==> config.mk <==
export PLATFORM = sky130hd
export DESIGN_NAME = pipelined_carry_adder_nbit_with_enable
export DESIGN_NICKNAME = d
export VERILOG_FILES = /design/src/rtl/pipelined_carry_adder_nbit_with_enable.sv
export SDC_FILE = /design/constraint.sdc
export NUM_CORES = 1
export LEC_CHECK = 0
export CORE_UTILIZATION = 60
export CTS_CLUSTER_DIAMETER = 100
export CTS_CLUSTER_SIZE = 10
export DETAILED_ROUTE_END_ITERATION = 8
export DONT_BUFFER_PORTS = 1
export GPL_TIMING_DRIVEN = 0
export PLACE_DENSITY = 0.85
export SLEW_MARGIN = 20
export SYNTH_ARGS = -nofsm -noshare
export SYNTH_HDL_FRONTEND = slang
export SYNTH_SLANG_ARGS = --single-unit
export TNS_END_PERCENT = 10
==> constraint.sdc <==
create_clock -name clk -period 2.3 [get_ports clk]
set_input_delay 0.23 -clock clk [delete_from_list [all_inputs] [get_ports clk]]
set_output_delay 0.23 -clock clk [all_outputs]
set_load 0.1 [all_outputs]
==> src/rtl/pipelined_carry_adder_nbit_with_enable.sv <==
`default_nettype none
// ============================================================================
// Module      : pipelined_carry_adder_nbit_with_enable
// Description : WIDTH-bit add/subtract split into STAGES equal chunks, one
//               chunk per pipeline stage, carry registered between stages.
//               One operation per cycle, tracked by a valid bit; a global
//               enable freezes every register.
// Ports       : clk, rst (sync, active high), enable, valid_in,
//               a, b [WIDTH], cin, sub  -> sum [WIDTH], cout, ovf, valid_out
// Revision    : 1.0 - initial release
// ============================================================================
module pipelined_carry_adder_nbit_with_enable #(
    parameter int WIDTH  = 16,
    parameter int STAGES = 4
) (
    input  wire logic             clk,
    input  wire logic             rst,
    input  wire logic             enable,
    input  wire logic             valid_in,
    input  wire logic [WIDTH-1:0] a,
    input  wire logic [WIDTH-1:0] b,
    input  wire logic             cin,
    input  wire logic             sub,
    output logic      [WIDTH-1:0] sum,
    output logic                  cout,
    output logic                  ovf,
    output logic                  valid_out
);

    localparam int c_cw = WIDTH / STAGES;

    if ((STAGES < 1) || (STAGES > WIDTH) || ((WIDTH % STAGES) != 0)) begin : g_param_check
        $error("pipelined_carry_adder_nbit_with_enable: WIDTH must be a multiple of STAGES, 1 <= STAGES <= WIDTH");
    end

    // Subtraction is a + ~b + 1; cin only matters for addition.
    logic [WIDTH-1:0]  w_beff;
    logic              w_cin;
    assign w_beff = sub ? ~b : b;
    assign w_cin  = sub ? 1'b1 : cin;

    logic [STAGES-1:0] r_vld;        // valid bit travelling with each stage
    logic [STAGES-1:0] w_stg_c;      // registered carry out of each stage
    logic [WIDTH-1:0]  w_res;        // de-skewed result, aligned with r_vld[STAGES-1]
    logic              w_fin_ovf;    // overflow flag registered by the last stage

    logic [WIDTH-1:0]  r_sum;
    logic              r_cout;
    logic              r_ovf;
    logic              r_vout;

    // ------------------------------------------------------------------
    // Valid pipeline
    // ------------------------------------------------------------------
    always_ff @(posedge clk) begin
        if (rst) begin
            r_vld <= '0;
        end else if (enable) begin
            r_vld[0] <= valid_in;
            for (int i = 1; i < STAGES; i++) begin
                r_vld[i] <= r_vld[i-1];
            end
        end
    end

    // ------------------------------------------------------------------
    // Per-chunk datapath
    // ------------------------------------------------------------------
    for (genvar k = 0; k < STAGES; k++) begin : g_stage
        logic [c_cw-1:0] w_a;
        logic [c_cw-1:0] w_b;
        logic            w_c;
        logic [c_cw:0]   w_add;
        logic [c_cw-1:0] r_csum;
        logic            r_c;

        if (k == 0) begin : g_first
            assign w_a = a[c_cw-1:0];
            assign w_b = w_beff[c_cw-1:0];
            assign w_c = w_cin;
        end else begin : g_skew
            // Chunk k is delayed k cycles so it meets the carry of stage k-1.
            logic [c_cw-1:0] r_a_skw [k];
            logic [c_cw-1:0] r_b_skw [k];

            always_ff @(posedge clk) begin
                if (rst) begin
                    for (int i = 0; i < k; i++) begin
                        r_a_skw[i] <= '0;
                        r_b_skw[i] <= '0;
                    end
                end else if (enable) begin
                    r_a_skw[0] <= a[k*c_cw +: c_cw];
                    r_b_skw[0] <= w_beff[k*c_cw +: c_cw];
                    for (int i = 1; i < k; i++) begin
                        r_a_skw[i] <= r_a_skw[i-1];
                        r_b_skw[i] <= r_b_skw[i-1];
                    end
                end
            end

            assign w_a = r_a_skw[k-1];
            assign w_b = r_b_skw[k-1];
            assign w_c = w_stg_c[k-1];
        end

        assign w_add = {1'b0, w_a} + {1'b0, w_b} + {{c_cw{1'b0}}, w_c};

        always_ff @(posedge clk) begin
            if (rst) begin
                r_csum <= '0;
                r_c    <= 1'b0;
            end else if (enable) begin
                r_csum <= w_add[c_cw-1:0];
                r_c    <= w_add[c_cw];
            end
        end

        assign w_stg_c[k] = r_c;

        // Lower chunks finish early; hold them back so every chunk of one
        // operation lines up with the last stage.
        if (k == STAGES - 1) begin : g_no_dsk
            assign w_res[k*c_cw +: c_cw] = r_csum;
        end else begin : g_dsk
            localparam int c_dly = STAGES - 1 - k;
            logic [c_cw-1:0] r_dsk [c_dly];

            always_ff @(posedge clk) begin
                if (rst) begin
                    for (int i = 0; i < c_dly; i++) begin
                        r_dsk[i] <= '0;
                    end
                end else if (enable) begin
                    r_dsk[0] <= r_csum;
                    for (int i = 1; i < c_dly; i++) begin
                        r_dsk[i] <= r_dsk[i-1];
                    end
                end
            end

            assign w_res[k*c_cw +: c_cw] = r_dsk[c_dly-1];
        end

        if (k == STAGES - 1) begin : g_last
            // Carry into the MSB is a^b^sum at that bit; overflow is that
            // carry XOR the carry out of the MSB.
            logic w_ovf;
            logic r_fovf;
            assign w_ovf = w_a[c_cw-1] ^ w_b[c_cw-1] ^ w_add[c_cw-1] ^ w_add[c_cw];

            always_ff @(posedge clk) begin
                if (rst) begin
                    r_fovf <= 1'b0;
                end else if (enable) begin
                    r_fovf <= w_ovf;
                end
            end

            assign w_fin_ovf = r_fovf;
        end
    end

    // ------------------------------------------------------------------
    // Output registers: only load on a valid result, hold otherwise
    // ------------------------------------------------------------------
    always_ff @(posedge clk) begin
        if (rst) begin
            r_sum  <= '0;
            r_cout <= 1'b0;
            r_ovf  <= 1'b0;
            r_vout <= 1'b0;
        end else if (enable) begin
            r_vout <= r_vld[STAGES-1];
            if (r_vld[STAGES-1]) begin
                r_sum  <= w_res;
                r_cout <= w_stg_c[STAGES-1];
                r_ovf  <= w_fin_ovf;
            end
        end
    end

    assign sum       = r_sum;
    assign cout      = r_cout;
    assign ovf       = r_ovf;
    // Gated by enable so a stalled result is not reported on every frozen cycle.
    assign valid_out = r_vout & enable;

endmodule
`default_nettype wire

==> results of run 1 <==
[where the power goes]
| part | internal [W] | switching (W) |
|---|---|---|
| Sequential | 0.00235 | 0.0000506 |
| Clock | 0.00167 | 0.000875 |
| Combinational | 0.000192 | 0.000221 |
| Total | 0.00422 | 0.00115 |
[sequential cells by signal, summed over array words and instances, names as in the netlist]
name                    cells
cout                        1
sum                        16
g_stage.g_skew.r_a_skw     24
g_stage.r_c                 4
ovf                         1
g_stage.g_dsk.r_dsk        24
r_vout                      1
g_stage.g_last.r_fovf       1
g_stage.g_skew.r_b_skw     24
g_stage.r_csum             16
r_vld                       4
[cell families after synthesis]
| kind of cell | Yosys count | synth area share, % |
|---|---|---|
| AO/OA/AOI/OAI | 48 | 6.51 |
| XOR/XNOR | 22 | 3.93 |
| adder cells (fa/ha/maj) | 20 | 6.33 |
| buffers and inverters | 34 | 3.16 |
| flip-flops | 116 | 62.0 |
| multiplexers | 10 | 2.04 |
| AND/OR/NAND/NOR | 152 | 16.0 |
[area by class of cell]
cell class	instances	area share [%]
repair buffers	28	5.02
clock inverters	6	1.08
multi-input cells	252	28.8
flip-flops and latches	116	51.3
well taps	102	2.15
clock buffers	26	8.95
inverters	12	0.760
plain buffers	22	1.86
[worst max-delay path, delay by kind of cell, from the launching register on]
family,cells,cell delay [ps]
adder cells (fa/ha/maj),2,890
AO/OA/AOI/OAI,3,630
flip-flops,1,390
XOR/XNOR,1,110
[stage by stage]
stage / instance area (um^2) / setup TNS, ps / cells / setup slack, ps / power [W]
floorplan: 4900 / 0 / 402 / 345 / 0.00270
global placement: 5030 / -4550 / 504 / -64.9 / 0.00278
detailed placement: 5060 / 0 / 505 / 169 / 0.00280
CTS: 5920 / 0 / 563 / 179 / 0.00538
global route: 5930 / 0 / 564 / 74.9 / 0.00554
finish: 5930 / 0 / 564 / 196 / 0.00536
[cells in the final DEF, fill, tap and decap left out, types with 2 or more instances in the layout]
master,count
dlygate4sd3_1,27
ha_1,12
nand3b_1,2
and2_1,62
clkinv_2,2
or3b_2,2
dfxtp_1,44
a311oi_1,2
xor2_1,4
clkinvlp_4,2
a21o_1,3
buf_4,4
xnor2_1,18
nor2_1,35
mux2i_1,10
o311ai_1,2
nand2b_1,3
clkbuf_8,5
inv_1,12
nor3b_1,3
edfxtp_1,72
nand2_1,37
clkbuf_1,11
o21ai_0,4
o21a_1,2
clkbuf_16,18
a211oi_1,8
a21oi_1,21
buf_2,10
nor2b_1,5
fa_1,8
[routing by layer]
| layer | global-route usage [%] | vias to the layer above | share of wire, % |
|---|---|---|---|
| met2 | 40.2 | 100 | 51 |
| li1 | - | 1463 | - |
| met3 | 8.29 | 18 | 6.2 |
| met1 | 26.8 | 1425 | 40 |
| met4 | 11.5 | 0 | 2.2 |
| met5 | 0 | - | 0 |
[worst paths after layout]
check | from | end | slack (ps) | cells after the start
max | g_stage[3].g_skew.r_b_skw[0][8] | g_stage[3].g_last.r_fovf | 200 | 6
min | rst | g_stage[1].r_csum[3] | 30 | 2
max reg2reg | g_stage[3].g_skew.r_b_skw[0][8] | g_stage[3].g_last.r_fovf | 200 | 6
min reg2reg | g_stage[3].r_csum[2] | sum[14] | 460 | 2
[what timing repair did]
item	4_1_cts	5_1_grt
resized for setup	0	0
setup endpoints to repair	0	0
hold buffers	26	1
hold endpoints to repair	26	1
setup buffers	0	0
==> metrics, run 1 <==
initial core utilization 62.8%; Worst-Skew Late Latency 510 ps; fillers 467; CTS clk-pin slew, worst paths 60 ps; Worst path slowest cell fa_1; Nets 507; post-synth top area share 44.1%; Avg Vias per Cell 5.33; die footprint 8540 um^2; CTS Buf Count 17; Async S/R FF share, synth 0%; antenna viol nets, final 0; first-pass detailed-route iteration total 4; Netlist cell types 35; Final Core Density 75.9%; Crit Path Category register to register; Worst slew margin 34.3%; Worst EP required 2740 ps; crit-path most repeated cell fa_1; Final Hold Viols 0; multi-input logic area 1710 um^2; synthesized area per cell 12.2 um^2; top cells by count, synth edfxtp_1, and2_1, dfxtp_1; RSZ-0062 raised after global routing no; cell taking the most area after synthesis edfxtp_1; routed vias 3006; Seq/Total Area, Yosys 62.0%; CTS Root Cell clkbuf_8; Leak 2.32 nW; fmax 475 MHz; largest net degree at the start of global routing 60; Synth Instances 402; area grow syn2layout 20.8%; Synth area leaders edfxtp_1, dfxtp_1, and2_1; syn_nets 460; initial antenna violation count 0; CP Cell Sequence fa_1 > fa_1 > a21o_2 > a21oi_4 > xnor2_1 > a211oi_2; drt total wl 9.07 mm; Slew Viols, Final 0; outcome finished, final reports clean; Horiz. Die Dim 92.4 um; worst hold-check path type input pin to register; detailed placement HPWL 5.45 mm; Placer Congestion 0.797; Port Buffer Count 0; EDFF count, synth 72; Max Fanout on Critical Path 2; count leader, synth edfxtp_1; CTS max path bufs 2; H-tree depth 4; Syn. warnings 0; global-route wire length before repair 14.8 mm; number of global-route vias before repair 3066; P per Cell Area 905 nW/um^2; skew final 6.79 ps; std cell rows 32; worst slew pin tran 985 ps; CTS Sinks 116; GRT Util Overall 23.8%; die height 92.4 um; Worst setup EP type register; Yosys reg bits 116; CTS tree built; Max-Cap Viols 0; Final Setup Violations 0; Final Critical Period 2100 ps; Iteration-0 DRC Markers 96; slowest cell delay on critical path 460 ps; Worst Path Arrival 2540 ps; sequential cell area 3040 um^2; I/O pin total 57; top_reg_cell synth edfxtp_1; total gr overflow 0; Post-route DRC 0; mapped cell area 4900 um^2; WHS 25.4 ps; fin crit share 91.5%; total core area 7810 um^2; drt wl/cell 16.1 um; Max IR drop VDD 530 uV; type of origin of the critical path register; antenna cells 0; fraction of layout cells with a size suffix above 1 11.3%
No activity file was read; power rests on OpenSTA's default activity.
==> inputs of run 2 (changes only) <==
--- a/config.mk
+++ b/config.mk
@@ -5,13 +5,15 @@
 export SDC_FILE = /design/constraint.sdc
 export NUM_CORES = 1
 export LEC_CHECK = 0
-export CORE_UTILIZATION = 60
+export CELL_PAD_IN_SITES_DETAIL_PLACEMENT = 1
+export CELL_PAD_IN_SITES_GLOBAL_PLACEMENT = 2
+export CORE_UTILIZATION = 43
 export CTS_CLUSTER_DIAMETER = 100
 export CTS_CLUSTER_SIZE = 10
 export DETAILED_ROUTE_END_ITERATION = 8
 export DONT_BUFFER_PORTS = 1
 export GPL_TIMING_DRIVEN = 0
-export PLACE_DENSITY = 0.85
+export PLACE_DENSITY = 0.84
 export SLEW_MARGIN = 20
 export SYNTH_ARGS = -nofsm -noshare
 export SYNTH_HDL_FRONTEND = slang
==> run 2 against run 1 <==
Effect of this change: critical path depth did not move; critical path type unchanged; sequential power barely moved; largest power group unchanged; register-to-register slack is essentially flat.
==> metrics, run 2 (synthesis results as in run 1) <==
outcome finished, final reports clean (unchanged); worst slew pin tran 981 ps (was 985 ps); R2R depth 6 (unchanged); die height 109 um (was 92.4 um); Worst path slowest cell fa_1 (unchanged); Final Setup Violations 0 (unchanged); antenna cells 0 (unchanged); total negative slack 0 ps (unchanged); I/O pin total 57 (unchanged); initial antenna violation count 0 (unchanged); detailed placement HPWL 6.55 mm (was 5.45 mm); Clk pwr share 50.5% (was 47.5%); total gr overflow 0 (unchanged); dpl cells 543 (was 505); drt wl/cell 16.3 um (was 16.1 um); Hold Path Depth 1 (was 2); CTS Buf Count 17 (unchanged); top flop regs g_stage.g_dsk.r_dsk x24, g_stage.g_skew.r_a_skw x24, g_stage.g_skew.r_b_skw x24 (unchanged); fmax 478 MHz (was 475 MHz); Max-Cap Viols 0 (unchanged); number of global-route vias before repair 3068 (was 3066); Worst EP required 2630 ps (was 2740 ps); Hold Path End g_stage[3].g_skew.r_a_skw[0][0] (was g_stage[1].r_csum[3]); CP Cell Sequence fa_1 > fa_1 > a21o_2 > a21oi_4 > xnor2_1 > a211oi_2 (unchanged); Slew Viols, Final 0 (unchanged); Max IR drop VDD 640 uV (was 530 uV); Switching Share 21.2% (was 21.4%); largest net degree at the start of global routing 53 (was 60); hold_buf cts 10 (was 26); P per Cell Area 962 nW/um^2 (was 905 nW/um^2); most frequent cells in the layout edfxtp_1, and2_1, dfxtp_1 (unchanged); CP bufs+invs 0 (unchanged); flop2flop setup slack 210 ps (was 200 ps); routed vias 2910 (was 3006); net switching power 0.00119 W (was 0.00115 W); Leak 2.27 nW (was 2.32 nW); final non-filler cell total 585 (was 564); Setup Fix Bufs, Post-CTS 0 (unchanged); Worst-Skew Late Latency 410 ps (was 510 ps); initial core utilization 44.7% (was 62.8%); antenna viol nets, final 0 (unchanged); Iteration-0 DRC Markers 105 (was 96); Worst slew margin 34.5% (was 34.3%); worst hold-check path type input pin to register (unchanged); Worst Path Arrival 2430 ps (was 2540 ps); crit-path leading delay family adder cells (unchanged); CTS max path bufs 2 (unchanged); slowest cell delay on critical path 470 ps (was 460 ps); Final Hold Viols 0 (unchanged); CTS tree built (unchanged); Nets 490 (was 507); drt total wl 9.54 mm (was 9.07 mm); Comb pwr share 6.8% (was 7.7%); worst r2r dst g_stage[3].g_last.r_fovf (unchanged); hold_sp a[12] (was rst); RSZ-0062 raised after global routing no (unchanged); H-tree depth 4 (unchanged); post_cts resized 0 (unchanged); Max Fanout on Critical Path 2 (unchanged); skew final 3.03 ps (was 6.79 ps); std cell rows 38 (was 32); most common cell after layout, fill and taps aside edfxtp_1 (unchanged); Port Buffer Count 0 (unchanged); global-route wire length before repair 15.5 mm (was 14.8 mm); CTS clk-pin slew, worst paths 50 ps (was 60 ps); Avg Vias per Cell 4.97 (was 5.33); worst reg2reg path startpoint g_stage[3].g_skew.r_b_skw[0][8] (unchanged); crit-path most repeated cell fa_1 (unchanged); CTS Sinks 116 (unchanged); Crit Path Category register to register (unchanged); GRT Util Overall 18.3% (was 23.8%); Final Critical Period 2090 ps (was 2100 ps); type of origin of the critical path register (unchanged); Worst setup EP type register (unchanged); Placer Congestion 0.731 (was 0.797); die footprint 11800 um^2 (was 8540 um^2); total core area 11000 um^2 (was 7810 um^2); Pint 0.00443 W (was 0.00422 W); first-pass detailed-route iteration total 4 (unchanged); area grow syn2layout 19.2% (was 20.8%); sequential power share 42.7% (was 44.8%); Post-route DRC 0 (unchanged); fin crit share 91.0% (was 91.5%); Horiz. Die Dim 109 um (was 92.4 um); WHS 21.7 ps (was 25.4 ps); CTS Root Cell clkbuf_16 (was clkbuf_8); fraction of layout cells with a size suffix above 1 11.7% (was 11.3%)
-- run 2: power by group through the flow --
| stage | sequential [W] | clock, W | combinational, W |
|---|---|---|---|
| floorplan | 0.00243 | 0 | 0.000275 |
| global placement | 0.00244 | 0 | 0.000347 |
| detailed placement | 0.00245 | 0 | 0.000374 |
| CTS | 0.00240 | 0.00289 | 0.000390 |
| global route | 0.00242 | 0.00299 | 0.000429 |
| finish | 0.00240 | 0.00284 | 0.000383 |
-- run 2: metrics by stage --
step | area, um^2 | setup slack [ps] | utilization [%] | total power, W
4_1_cts | 5850 | 209 | 53.2 | 0.00568
5_1_grt | 5850 | 94.6 | 53.2 | 0.00583
3_5_place_dp | 5110 | 147 | 46.5 | 0.00282
6_report | 5850 | 206 | 53.2 | 0.00562
2_1_floorplan | 4900 | 345 | - | 0.00270
3_3_place_gp | 5080 | -145 | 46.3 | 0.00279
-- run 2: cell type report --
type	count	area [um^2]
Sequential cell	116	3040
Multi-Input combinational cell	252	1710
Inverter	12	45.0
Buffer	22	110
Tap cell	140	175
Timing Repair Buffer	11	128
Clock buffer	17	425
Fill cell	1103	5130
Clock inverter	15	213
-- run 2: how the worst max path moves through the flow --
stage / startpoint / endpoint / slack (ps) / cells after the start
after floorplan: enable / g_stage[0].g_dsk.r_dsk[0][0] / 350 / 3
after global placement: enable / g_stage[3].g_skew.r_a_skw[0][1] / -150 / 3
after detailed placement: sub / g_stage[0].r_c / 150 / 9
after CTS: g_stage[3].g_skew.r_b_skw[0][8] / g_stage[3].g_last.r_fovf / 210 / 6
after global routing: g_stage[3].g_skew.r_b_skw[0][8] / g_stage[3].g_last.r_fovf / 90 / 6
final: g_stage[3].g_skew.r_b_skw[0][8] / g_stage[3].g_last.r_fovf / 210 / 6
-- run 2: metal layers --
metal	share of wire, %	vias up	GRT usage, %
li1	-	1422	-
met1	43	1402	20.5
met2	51	72	31.6
met3	4.1	14	6.04
met4	1.7	0	8.69
met5	0	-	0
